$ cat src/rtl/traffic_disp_pkg.sv
// Shared definitions for the traffic-light countdown display.
// Contents: active-low seven-segment patterns ({g,f,e,d,c,b,a}), the blank
// pattern, the converter FSM state type, the scan digit indices and a
// BCD-to-segment decode helper.
package traffic_disp_pkg;

  localparam logic [6:0] SEG_0     = 7'h40;
  localparam logic [6:0] SEG_1     = 7'h79;
  localparam logic [6:0] SEG_2     = 7'h24;
  localparam logic [6:0] SEG_3     = 7'h30;
  localparam logic [6:0] SEG_4     = 7'h19;
  localparam logic [6:0] SEG_5     = 7'h12;
  localparam logic [6:0] SEG_6     = 7'h02;
  localparam logic [6:0] SEG_7     = 7'h78;
  localparam logic [6:0] SEG_8     = 7'h00;
  localparam logic [6:0] SEG_9     = 7'h10;
  localparam logic [6:0] SEG_BLANK = 7'h7F;

  typedef enum logic [1:0] {
    IDLE,
    CONV,
    LOAD
  } conv_state_t;

  // Scan index of each digit; the matching enable is an[index].
  localparam logic [1:0] IDX_A_TENS = 2'd3;
  localparam logic [1:0] IDX_A_ONES = 2'd2;
  localparam logic [1:0] IDX_B_TENS = 2'd1;
  localparam logic [1:0] IDX_B_ONES = 2'd0;

  function automatic logic [6:0] seg_decode(input logic [3:0] digit);
    logic [6:0] pattern;
    case (digit)
      4'd0:    pattern = SEG_0;
      4'd1:    pattern = SEG_1;
      4'd2:    pattern = SEG_2;
      4'd3:    pattern = SEG_3;
      4'd4:    pattern = SEG_4;
      4'd5:    pattern = SEG_5;
      4'd6:    pattern = SEG_6;
      4'd7:    pattern = SEG_7;
      4'd8:    pattern = SEG_8;
      4'd9:    pattern = SEG_9;
      default: pattern = SEG_BLANK;
    endcase
    return pattern;
  endfunction

endpackage

$ cat src/rtl/bin6_to_bcd.sv
// Sequential double-dabble converter, 6-bit binary to two BCD digits.
// Ports:
//   clk, rst  system clock, synchronous active-high reset
//   start     begin a conversion (accepted only in IDLE)
//   bin       value to convert; must stay stable until done
//   done      high for the single LOAD cycle; tens/ones are valid then
//   tens      BCD tens digit, 0..6
//   ones      BCD ones digit, 0..9
// Sequence: IDLE --start--> CONV (6 shift steps) --> LOAD --> IDLE.
module bin6_to_bcd
  import traffic_disp_pkg::*;
(
  input  logic       clk,
  input  logic       rst,
  input  logic       start,
  input  logic [5:0] bin,
  output logic       done,
  output logic [2:0] tens,
  output logic [3:0] ones
);

  conv_state_t state;
  conv_state_t state_nxt;
  logic [2:0]  step;
  logic [5:0]  shreg;

  logic [5:0]  src;
  logic [3:0]  ones_adj;
  logic [2:0]  tens_shift;
  logic [3:0]  ones_shift;
  logic [5:0]  shreg_shift;

  // Step 0 reads bin directly: the caller's snapshot register is written on
  // the same edge that starts the conversion, so it is only stable from the
  // following cycle. Later steps work from the internal shift register.
  // The tens digit never exceeds 3 before a shift for a 6-bit input, so it
  // never needs the add-3 correction.
  always_comb begin
    src         = (step == 3'd0) ? bin : shreg;
    ones_adj    = (ones >= 4'd5) ? ones + 4'd3 : ones;
    tens_shift  = {tens[1:0], ones_adj[3]};
    ones_shift  = {ones_adj[2:0], src[5]};
    shreg_shift = {src[4:0], 1'b0};
  end

  always_comb begin
    state_nxt = state;
    done      = 1'b0;
    case (state)
      IDLE: if (start) state_nxt = CONV;
      CONV: if (step == 3'd5) state_nxt = LOAD;
      LOAD: begin
        done      = 1'b1;
        state_nxt = IDLE;
      end
      default: state_nxt = IDLE;
    endcase
  end

  always_ff @(posedge clk) begin
    if (rst) begin
      state <= IDLE;
      step  <= '0;
      shreg <= '0;
      tens  <= '0;
      ones  <= '0;
    end else begin
      state <= state_nxt;
      case (state)
        IDLE: begin
          if (start) begin
            step <= '0;
            tens <= '0;
            ones <= '0;
          end
        end
        CONV: begin
          tens  <= tens_shift;
          ones  <= ones_shift;
          shreg <= shreg_shift;
          step  <= step + 3'd1;
        end
        default: ;
      endcase
    end
  end

  // A new start can only arrive in IDLE while the scan period is at least
  // 8 cycles; anything else means the conversion would be corrupted.
  start_only_when_idle: assert property (@(posedge clk) disable iff (rst)
    start |-> state == IDLE);

endmodule

$ cat src/rtl/traffic_time_display.sv
// Four-digit multiplexed seven-segment driver for the traffic-light
// countdown values.
// Parameters:
//   SCAN_DIV  clock cycles each digit stays enabled (>= 8)
// Ports:
//   CLK, RST  system clock, synchronous active-high reset
//   A_time    main-road remaining time, 0..63
//   B_time    side-road remaining time, 0..63
//   seg       active-low segments {g,f,e,d,c,b,a}
//   an        active-low digit enables: [3] A tens, [2] A ones,
//             [1] B tens, [0] B ones
// Inputs are snapshotted once per frame (terminal count with idx==3) and
// converted to BCD; display registers update 7 cycles after the snapshot.
module traffic_time_display
  import traffic_disp_pkg::*;
#(
  parameter int unsigned SCAN_DIV = 50000
) (
  input  logic       CLK,
  input  logic       RST,
  input  logic [5:0] A_time,
  input  logic [5:0] B_time,
  output logic [6:0] seg,
  output logic [3:0] an
);

  localparam int unsigned   PW   = (SCAN_DIV > 1) ? $clog2(SCAN_DIV) : 1;
  localparam logic [PW-1:0] PMAX = PW'(SCAN_DIV - 1);

  logic [PW-1:0] pcnt;
  logic [1:0]    idx;
  logic [1:0]    idx_nxt;
  logic          terminal;
  logic          frame_start;

  logic [5:0]    a_snap;
  logic [5:0]    b_snap;
  logic [2:0]    a_tens;
  logic [3:0]    a_ones;
  logic [2:0]    b_tens;
  logic [3:0]    b_ones;

  logic          a_done;
  logic          b_done;
  logic [2:0]    a_tens_c;
  logic [3:0]    a_ones_c;
  logic [2:0]    b_tens_c;
  logic [3:0]    b_ones_c;

  logic [6:0]    digit_seg;
  logic [3:0]    an_nxt;

  bin6_to_bcd u_conv_a (
    .clk   (CLK),
    .rst   (RST),
    .start (frame_start),
    .bin   (a_snap),
    .done  (a_done),
    .tens  (a_tens_c),
    .ones  (a_ones_c)
  );

  bin6_to_bcd u_conv_b (
    .clk   (CLK),
    .rst   (RST),
    .start (frame_start),
    .bin   (b_snap),
    .done  (b_done),
    .tens  (b_tens_c),
    .ones  (b_ones_c)
  );

  always_comb begin
    terminal    = (pcnt == PMAX);
    frame_start = terminal && (idx == 2'd3);
    idx_nxt     = idx + 2'd1;
    an_nxt      = ~(4'b0001 << idx_nxt);
  end

  // Pattern for the digit about to be enabled; zero tens digits are blanked.
  always_comb begin
    digit_seg = SEG_BLANK;
    case (idx_nxt)
      IDX_A_TENS: digit_seg = (a_tens == 3'd0) ? SEG_BLANK : seg_decode({1'b0, a_tens});
      IDX_A_ONES: digit_seg = seg_decode(a_ones);
      IDX_B_TENS: digit_seg = (b_tens == 3'd0) ? SEG_BLANK : seg_decode({1'b0, b_tens});
      IDX_B_ONES: digit_seg = seg_decode(b_ones);
      default:    digit_seg = SEG_BLANK;
    endcase
  end

  always_ff @(posedge CLK) begin
    if (RST) begin
      pcnt   <= '0;
      idx    <= 2'd3;
      seg    <= SEG_BLANK;
      an     <= '1;
      a_snap <= '0;
      b_snap <= '0;
      a_tens <= '0;
      a_ones <= '0;
      b_tens <= '0;
      b_ones <= '0;
    end else begin
      pcnt <= terminal ? '0 : pcnt + PW'(1);
      if (terminal) begin
        idx <= idx_nxt;
        an  <= an_nxt;
        seg <= digit_seg;
      end
      if (frame_start) begin
        a_snap <= A_time;
        b_snap <= B_time;
      end
      if (a_done) begin
        a_tens <= a_tens_c;
        a_ones <= a_ones_c;
      end
      if (b_done) begin
        b_tens <= b_tens_c;
        b_ones <= b_ones_c;
      end
    end
  end

endmodule

$ cat config.mk
export PLATFORM = sky130hd
export DESIGN_NAME = traffic_time_display
export DESIGN_NICKNAME = d
export VERILOG_FILES = /design/src/rtl/traffic_disp_pkg.sv /design/src/rtl/bin6_to_bcd.sv /design/src/rtl/traffic_time_display.sv
export SDC_FILE = /design/constraint.sdc
export NUM_CORES = 1
export LEC_CHECK = 0
export ABC_AREA = 0
export CAP_MARGIN = 20
export CORE_MARGIN = 2
export CORE_UTILIZATION = 50
export CTS_CLUSTER_DIAMETER = 30
export CTS_CLUSTER_SIZE = 14
export DETAILED_ROUTE_END_ITERATION = 10
export GPL_TIMING_DRIVEN = 0
export PLACE_DENSITY_LB_ADDON = 0.15
export SLEW_MARGIN = 0
export SYNTH_ARGS = -nofsm -noshare
export SYNTH_HDL_FRONTEND = slang
export SYNTH_SLANG_ARGS = --single-unit
$ cat constraint.sdc
create_clock -name CLK -period 4.11 [get_ports CLK]
set_input_delay 1.233 -clock CLK [delete_from_list [all_inputs] [get_ports CLK]]
set_output_delay 1.233 -clock CLK [all_outputs]
set_load 0.02 [all_outputs]
==> After elaboration in Yosys (flattened, before gate mapping) <==
Memory sizes are Yosys's and may differ from the RTL's. A register that Yosys moved wholly into a read port is not among the register bits.
Index checks and enable logic that the tools add are counted.
{ "classes": {"add_sub_neg": 6, "n_mul": 0, "div_mod_pow": 0, "magnitude_cmp": 2, "eq_ne": 15, "shifts": 1, "n_mux": 30, "n_bitwise": 1, "reduce_logical": 15} }
{ "ops": {"columns": ["op", "n"], "rows": [
  ["4-bit 2-to-1 mux", 7],
  ["7-bit one-hot mux with 4 select lines", 1],
  ["3-bit one-hot mux with 2 select lines", 4],
  ["16-bit by 1-bit adder with 16-bit output (second input constant)", 1],
  ["16-bit equality test (second input constant)", 1],
  ["4-bit one-hot mux with 2 select lines", 2],
  ["3-bit 2-to-1 mux", 5],
  ["7-bit 2-to-1 mux", 2],
  ["3-bit zero test", 4],
  ["6-bit 2-to-1 mux", 2],
  ["2-bit equality test (second input constant)", 5],
  ["4-bit by 2-bit adder with 4-bit output (second input constant)", 2],
  ["4-bit by 3-bit >= comparator with 1-bit output (second input constant)", 2],
  ["2-bit one-hot mux with 2 select lines", 2],
  ["2-bit AND reduction", 4],
  ["3-bit by 1-bit adder with 3-bit output (second input constant)", 2],
  ["2-bit by 1-bit equality test with 1-bit output (second input constant)", 3],
  ["3-bit equality test (second input constant)", 2],
  ["2-bit zero test", 3],
  ["2-bit 2-to-1 mux", 3],
  ["2-bit by 1-bit != test with 1-bit output (second input constant)", 2],
  ["2-bit != test (second input constant)", 2],
  ["4-bit NOT", 1],
  ["2-bit nonzero test", 2],
  ["5 further kinds", 6]
]} }
{ "word_totals": {"register_bits": 89, "latch_bits": 0, "ram_bits": 0, "rom_bits": 336, "output_inout_bits": 11, "n_memories": 4} }
{ "memory_table": {"columns": ["memory", "words", "width", "read_ports", "rd_clocked_by_memory_dff", "write_ports", "line_no", "source"], "rows": [
  ["(no name shown)", 16, 7, 1, 1, 0, "traffic_disp_pkg.sv:33", "case (digit)"],
  ["(no name shown)", 16, 7, 1, 1, 0, "traffic_disp_pkg.sv:33", null],
  ["(no name shown)", 8, 7, 1, 1, 0, "traffic_disp_pkg.sv:33", null],
  ["(no name shown)", 8, 7, 1, 1, 0, "traffic_disp_pkg.sv:33", null]
]} }

==> Longest topological paths before layout <==
{ "depth": {"word_depth": 4, "mapped_depth": 9, "mapped_depth_nobuf": 7} }

==> Modules after synthesis <==
A second synthesis with hierarchy kept.
{ "hier_totals": {"hier_cells": 559, "area_unflattened_um2": 5251.3} }
{ "modules_own_cells": {"columns": ["mod", "n_inst", "cells_each", "area_each_um2", "seq_area_each_um2"], "rows": [
  ["traffic_time_display", 1, 383, 3619.7, 1661.6],
  ["bin6_to_bcd", 2, 88, 815.8, 340.3]
]} }

==> Least setup slack after synthesis <==
OpenSTA, ideal clock, no wires.
{ "synth_path": {"kind": "input to register", "startpoint": "in RST", "endpoint": "reg with a tool-made name", "setup_ps": 121, "arrival_ps": 2582, "t_required_ps": 3989, "setup_slack_ps": 1407, "stages": 6, "n_path_buf": 3, "cell_sequence": "buf_2 buf_2 clkbuf_1 nor2_1 ha_1 mux2_2"} }
{ "synth_rtl": {"columns": ["element", "line_no", "source"], "rows": [
  ["from (decl)", "traffic_time_display.sv:20", "input logic RST,"]
]} }

==> metrics.cfg <==
[place]
dp_hpwl_um=8029
gp_congestion=0.8251
portBuffers=24

[pwr]
p_int_mw=2.073
p_comb_frac=0.016
power_mw=2.622
pwr-share-clk=0.549
swShare=0.2094
power.net_switching_mw=0.5491
max-vdd-ir-drop_mv=0.2541
power_frac_seq=0.435
power_density_nw_per_um2=412.0
p_leak_nw=2.542

[worst_setup_path]
path_max_fanout=10
cp.required_ns=4.52
cp_top_family=buffers and inverters
cp_common_cell=buf_2
path_cells=clkdlybuf4s50_1 > buf_2 > buf_2 > clkbuf_1 > nor2_1 > ha_1 > mux2_2
crit_slowest_cell=clkdlybuf4s50_1
cpPeakStageDelay_ns=0.63
worst_setup_path_end_kind=register
worst-path-buf-inv=4
cp.arrival_ns=3.85
critical_path_class=input port to register
start_kind=input port

[yosys]
synthArstFlopShare=0
yosysWarnings=0
synth_commonest_cells=117 x dfxtp_1, 50 x nor2_1, 45 x mux2i_1
synth_top_family_by_area=simple AND/OR/NAND/NOR gates
synth_nets=614
synth_area_per_cell_um2=9.526
synth_top_area_cell=dfxtp_1
synth.distinct_cells=56
synthSimpleGateAreaFrac=0.1530
yosys.cell_count.top_type=dfxtp_1
synth_adder_area_share=0.08384
synth-xor-area-share=0.02608
synth-seq-area-share=0.4360
synth_edf_count=0
synth-compound-area-share=0.1416
netlist_top_cells_area=dfxtp_1 44%, ha_1 8.4%, mux2i_1 8.4%
yosys_register_bits=117
synth_mux_area_frac=0.1090
synth_cells=564
synth_top_area_share=0.4360
ys.flop_type=dfxtp_1
synth_area_um2=5373

[die]
initial_utilization=0.5181
die_h_um=107.7
fp.dieW_um=107.7
rows=37
coreArea_um2=10370
pin_count=25
die-area_um2=11590

[cells_and_area]
area_growth_pct=18.44
diodes=0
num-fill-cells=915
nNetsFinal=657
drive_above_1_share=0.1177

[clock_network]
htreeDepth=4
root_buffer=clkbuf_8
cts.sinks=117
clock_latency_ns=0.52
holdBufCountCts=0
postCtsSetupBuffers=0
cts_buffers=17
ctsLongestPathBuffers=2
cts_tree=yes
ctsResizeCount=0
clk_pin_slew_ns=0.06

[worst_hold_path]
hold_path_class=register to register

[route]
wl_met2_um=5424
postRouteAntennaNets=0
post_drt_wl_per_cell_um=14.97
met3_length_um=398
top_layer_used=met4
drt_pass1_iterations=4
wl_met1_um=5374
num_vias=4085
drc_errors=0
via_per_inst=5.403
finalWirelength_um=11320
drtIter0Drc=225

[sta]
setup-violations-final=0
grt_setup_unrepaired=no
timing.final.crit_share=0.8353
finalSetupTns_ns=0
period_needed_ns=3.433
fin_skew_ns=0.006092
max_freq_mhz=291.3
slew_violations=0
tightest_slew_ns=1.007
relSlewSlack=0.3199
hold_violations=0

[global_routing]
grt_pass1_vias=4086
grt_pass1_wl_um=19380
track_usage=0.2134
grt_max_degree=17
antenna_found_initial=0
grt_overflow=0

[flow_run]
cap_viol_max_count=0

[status]
status=completed

==> power groups by stage <==
stage	Combinational (mW)	Sequential, mW	Clock, mW
floorplan	0.0187	1.16	0
global placement	0.0420	1.16	0
detailed placement	0.0424	1.16	0
CTS	0.0426	1.14	1.46
global route	0.0464	1.14	1.52
finish	0.0423	1.14	1.44
==> metal layers <==
metal / vias up / global-route usage
met5: - / 0
met4: 0 / 0.05769
met3: 15 / 0.06416
met2: 56 / 0.3509
met1: 1942 / 0.2723
li1: 2072 / -
==> final timing paths <==
path	startpoint	endpoint	slack [ns]	cells past startpoint
worst max register to register	idx[1]	u_conv_b.ones[0]	1.84	6
worst min register to register	u_conv_b.tens[1]	u_conv_b.tens[2]	0.47	2
worst max-delay path	RST	register	0.68	7
worst min-delay path	u_conv_b.tens[1]	u_conv_b.tens[2]	0.47	2
==> layout make-up <==
cell class	count	area (µm²)	share of cell area
repair buffers	24	240.2	0.03775
flip-flops and latches	117	2342	0.3681
clock buffers	19	421.7	0.06626
clock inverters	13	158.9	0.02497
inverters	35	131.4	0.02064
plain buffers	32	140.1	0.02202
well taps	136	170.2	0.02674
multi-input cells	380	2759	0.4335
==> stage by stage <==
| stage | hold slack (ns) | util | worst slack, ns | area (µm²) | std cells |
|---|---|---|---|---|---|
| 6_report | 0.4663 | 0.6137 | 0.6769 | 6364 | 756 |
| 5_1_grt | 0.4911 | 0.6137 | 0.5240 | 6364 | 756 |
| 4_1_cts | 0.4694 | 0.6137 | 0.7215 | 6364 | 756 |
| 3_5_place_dp | 0.4615 | 0.5577 | 0.1852 | 5783 | 724 |
| 3_3_place_gp | 0.4463 | 0.5577 | 0.1820 | 5783 | 724 |
| 2_1_floorplan | 0.4303 | - | 1.407 | 5373 | 564 |
==> kinds of logic after synthesis <==
family / Yosys count
mux: 57
flops: 117
fa+ha+maj: 36
xor+xnor: 16
compound gates: 120
simple gates: 151
buf+inv: 67
==> worst register-to-register path: stages (launching register included) <==
cell and delay, ns:
dfxtp_1 0.35, ha_1 0.19, clkbuf_1 0.21, and4_1 0.29, a41oi_1 0.81, o21ai_0 0.17
a21oi_1 0.18
==> cell usage in the layout (no fill, tap or decap), drive strengths merged, types with 24 or more instances in the layout <==
master         count
dfxtp            117
nor2              52
mux2i             45
o21ai             39
clkbuf            38
a21oi             37
ha                36
inv               35
nand2             29
clkdlybuf4s50     24
No activity file was read; power rests on OpenSTA's default activity.
